File: src/rtl/seq_divider.sv
// Iterative restoring unsigned divider: one trial subtraction per clock, MSB first,
// with a start/busy/done handshake toward the ALU control sequencer.
module seq_divider #(
  parameter int WIDTH = 4
) (
  input  logic             clk,
  input  logic             rst,
  input  logic             start,
  input  logic [WIDTH-1:0] dividend,
  input  logic [WIDTH-1:0] divisor,
  output logic [WIDTH-1:0] quotient,
  output logic [WIDTH-1:0] remainder,
  output logic             busy,
  output logic             done,
  output logic             div_by_zero
);

  localparam int CW = $clog2(WIDTH + 1);
  localparam logic [CW-1:0] LAST = CW'(WIDTH - 1);

  typedef enum logic [1:0] {IDLE, CALC, DONE} state_t;

  state_t           state_q;
  logic [CW-1:0]    cnt_q;
  logic [WIDTH-1:0] dvsr_q, q_q, quot_q, rem_q;
  logic [WIDTH:0]   p_q;
  logic             dbz_q;

  logic [WIDTH:0]   p_sh, diff, p_d;
  logic [WIDTH-1:0] q_d;
  logic             borrow;

  // One restoring step: shift P/Q left, trial-subtract, keep the shifted P on borrow.
  always_comb begin
    p_sh   = {p_q[WIDTH-1:0], q_q[WIDTH-1]};
    diff   = p_sh - {1'b0, dvsr_q};
    borrow = diff[WIDTH];
    p_d    = borrow ? p_sh : diff;
    q_d    = {q_q[WIDTH-2:0], ~borrow};
  end

  always_ff @(posedge clk or posedge rst) begin
    if (rst) begin
      state_q <= IDLE;
      cnt_q   <= '0;
      dvsr_q  <= '0;
      q_q     <= '0;
      p_q     <= '0;
      quot_q  <= '0;
      rem_q   <= '0;
      dbz_q   <= 1'b0;
    end else begin
      case (state_q)
        IDLE: begin
          if (start) begin
            q_q    <= dividend;
            dvsr_q <= divisor;
            p_q    <= '0;
            cnt_q  <= '0;
            if (divisor == '0) begin
              quot_q  <= '1;
              rem_q   <= dividend;
              dbz_q   <= 1'b1;
              state_q <= DONE;
            end else begin
              state_q <= CALC;
            end
          end
        end
        CALC: begin
          p_q   <= p_d;
          q_q   <= q_d;
          cnt_q <= cnt_q + CW'(1);
          // Results are published only on the final iteration so they hold between ops.
          if (cnt_q == LAST) begin
            quot_q  <= q_d;
            rem_q   <= p_d[WIDTH-1:0];
            dbz_q   <= 1'b0;
            state_q <= DONE;
          end
        end
        DONE:    state_q <= IDLE;
        default: state_q <= IDLE;
      endcase
    end
  end

  assign quotient    = quot_q;
  assign remainder   = rem_q;
  assign div_by_zero = dbz_q;
  assign busy        = (state_q != IDLE);
  assign done        = (state_q == DONE);

endmodule

File: config.mk
export PLATFORM = sky130hd
export DESIGN_NAME = seq_divider
export DESIGN_NICKNAME = d
export VERILOG_FILES = /design/src/rtl/seq_divider.sv
export SDC_FILE = /design/constraint.sdc
export NUM_CORES = 1
export LEC_CHECK = 0
export BUFFER_PORTS_ARGS = -buffer_cell sky130_fd_sc_hd__buf_2
export CORE_UTILIZATION = 45
export DETAILED_ROUTE_END_ITERATION = 12
export GPL_ROUTABILITY_DRIVEN = 0
export PLACE_DENSITY_LB_ADDON = 0.05
export SLEW_MARGIN = 20
export SYNTH_ARGS = -nofsm -noshare
export SYNTH_HDL_FRONTEND = slang
export SYNTH_SLANG_ARGS = --single-unit
File: constraint.sdc
create_clock -name clk -period 2.45 [get_ports clk]
set_input_delay 0.3675 -clock clk [delete_from_list [all_inputs] [get_ports clk]]
set_output_delay 0.3675 -clock clk [all_outputs]
set_load 0.01 [all_outputs]
==> reports/metrics.cfg <==
[cells_and_area]
final_cell_mix=26 x dfrtp_1, 21 x buf_2, 14 x nand2_1
area_growth_pct=11.2
num-nets-final=179
fin_util_pct=53.1
stdcell_area_um2=1640
antenna_cells=0
drive_gt1_share_pct=28.3
final_cells=203
final_common_cell=dfrtp_1

[drt]
vias_per_cell=5.22
via_count=1059
drt_pre_antenna_iters=4
antenna_left=0
wl_per_cell_um=14.3
drt_wl_total_um=2910
drt-initial-drc-count=25
route.detailed.drc=0

[worst_hold_path]
hold_class=in2async

[synth]
yosysWarnings=0
ys_top_cells_by_area=dfrtp_1 44%, ha_1 5.1%, nand2_1 3.6%, mux2i_1 3.4%, nor2_1 3.1%
ys_seq_area_share_pct=44.3
synth.net_count=156
ys_async_sr_fraction_pct=100
synth-seq-cells=26
yosysTopAreaCell=dfrtp_1
synthCells=138
yosysUniqueCellTypes=48
synth-main-ff-cell=dfrtp_1
synth.cell_area_um2=1470
synth_top_area_share_pct=44.3
syn_area_per_cell_um2=10.7
synth-edff-count=0

[pwr]
peakVddDrop_mv=0.492
leakagePower_nw=0.764
p_switching_mw=1.05
p_total_mw=2.39
p_comb_share_pct=59.4
pwr-share-clk_pct=7.6
internal_power_mw=1.34
pwr_density_cell_nw_per_um2=1460
p_seq_share_pct=33.0
p_sw_share_pct=43.8

[global_routing]
grt_pass1_vias=1024
grt_pass1_wl_um=4850
grtUsageMet1_pct=26.3
antenna_found_initial=0
grt-busiest-layer=met2
grt_overflow=0
use_met2_pct=30.7
grt_max_degree=27
grt_use_met3_pct=2.62
grtUsageTotal_pct=18.8

[placed_design]
dp_hpwl_um=2140
portBuffers=21
dp_cells=200
pre_cts_ws_ps=270
placed_area_um2=1610

[clocking]
clock_latency_ps=320
cts_tree=done
clock-sinks=26
postCtsSetupBuffers=0
ctsHtreeMaxLevel=1
clk_pin_slew_ps=140
root_buffer=clkbuf_4
cts-buffers-inserted=3
post_cts_resized=0
hold_buffers=0
ctsLongestPathBuffers=2

[sta]
final.min_clock_period_ps=2190
tightest_slew_ps=651
maxSlewHeadroom_pct=56.5
whs_ps=80.5
finalSetupTns_ps=0
period_share_pct=89.3
setup_viol=0
max_freq_mhz=457
hold_viol=0
rsz0062_at_grt=no
final.setup.worst_slack_ps=261
finClkSkew_ps=6.20
drv_slew=0

[floorplanning]
rows=20
start_util_pct=47.8
core_area_um2=3080
ios=22
dieArea_um2=3500
die_h_um=59.2
die-width_um=59.2

[run]
maxCapViolations=0

[outcome]
status=completed

[setup_path]
timing.rr.start=q_q[3]
critPathCaptureType=flip-flop
reg2reg_depth=8
r2r-end=remainder[2]
startpoint_type=flip-flop
r2r_slack_ps=260
path_class=reg2reg
arrival_ps=2410
worst_ep_required_time_ps=2670
cp_max_fo=8

==> layout make-up <==
class	count	area (um2)
sequential	26	651
multi-input combinational	99	757
inverter	8	30.0
clock buffer	3	22.5
tap	44	55.1
timing repair buffer	23	120
fill	304	1440
==> registers in the layout (all words and copies together), names as in the netlist <==
signal / flops
div_by_zero: 1
quotient: 4
dvsr_q: 4
cnt_q: 3
remainder: 4
p_q: 4
q_q: 4
state_q: 2
==> how the worst max path moves through the flow <==
stage / start / to / slack [ps]
finish: q_q[3] / remainder[2] / 260
global route: q_q[3] / remainder[2] / 90
CTS: q_q[3] / remainder[2] / 250
detailed placement: q_q[3] / remainder[2] / 270
global placement: q_q[3] / remainder[2] / 360
floorplan: q_q[3] / remainder[2] / 430
==> synthesized netlist by cell type, drive strengths merged (2+ instances only) <==
library cell and instances:
nand3 4, ha 6, a21oi 9, mux2i 5, or3 2, a22o 3
a211oi 2, dfrtp 26, a211o 2, nand2 14, nor2b 2, and2b 2
buf 4, o211a 2, nand2b 3, xnor2 2, o21ai 11, nor2 13
inv 8
==> logic make-up after synthesis <==
logic type	Yosys count	synth area share [%]
buf+inv	13	4.26
fa+ha+maj	7	6.47
xor+xnor	3	2.30
flops	26	44.3
mux	6	4.17
simple gates	46	18.1
compound gates	37	20.4
==> layer usage <==
layer  wire length, um  up-vias
met2              1370       16
met5                 0        -
li1                  -      535
met1              1450      504
met4                26        0
met3                66        4
==> power by group through the flow <==
stage | clock [mW] | combinational, mW | sequential, mW
finish | 0.182 | 1.42 | 0.789
global route | 0.202 | 1.58 | 0.817
CTS | 0.188 | 1.44 | 0.791
detailed placement | 0 | 1.44 | 0.799
global placement | 0 | 1.41 | 0.791
floorplan | 0 | 1.13 | 0.793
==> critical path, cell delays in order, from the launching register on <==
cell and delay [ps]:
dfrtp_1 400, inv_1 70, ha_1 200, fa_1 400, nand2b_1 190, o2bb2ai_4 210
and4_4 220, a2111oi_2 270, a21oi_1 110
(Power assumes the default switching activity.)
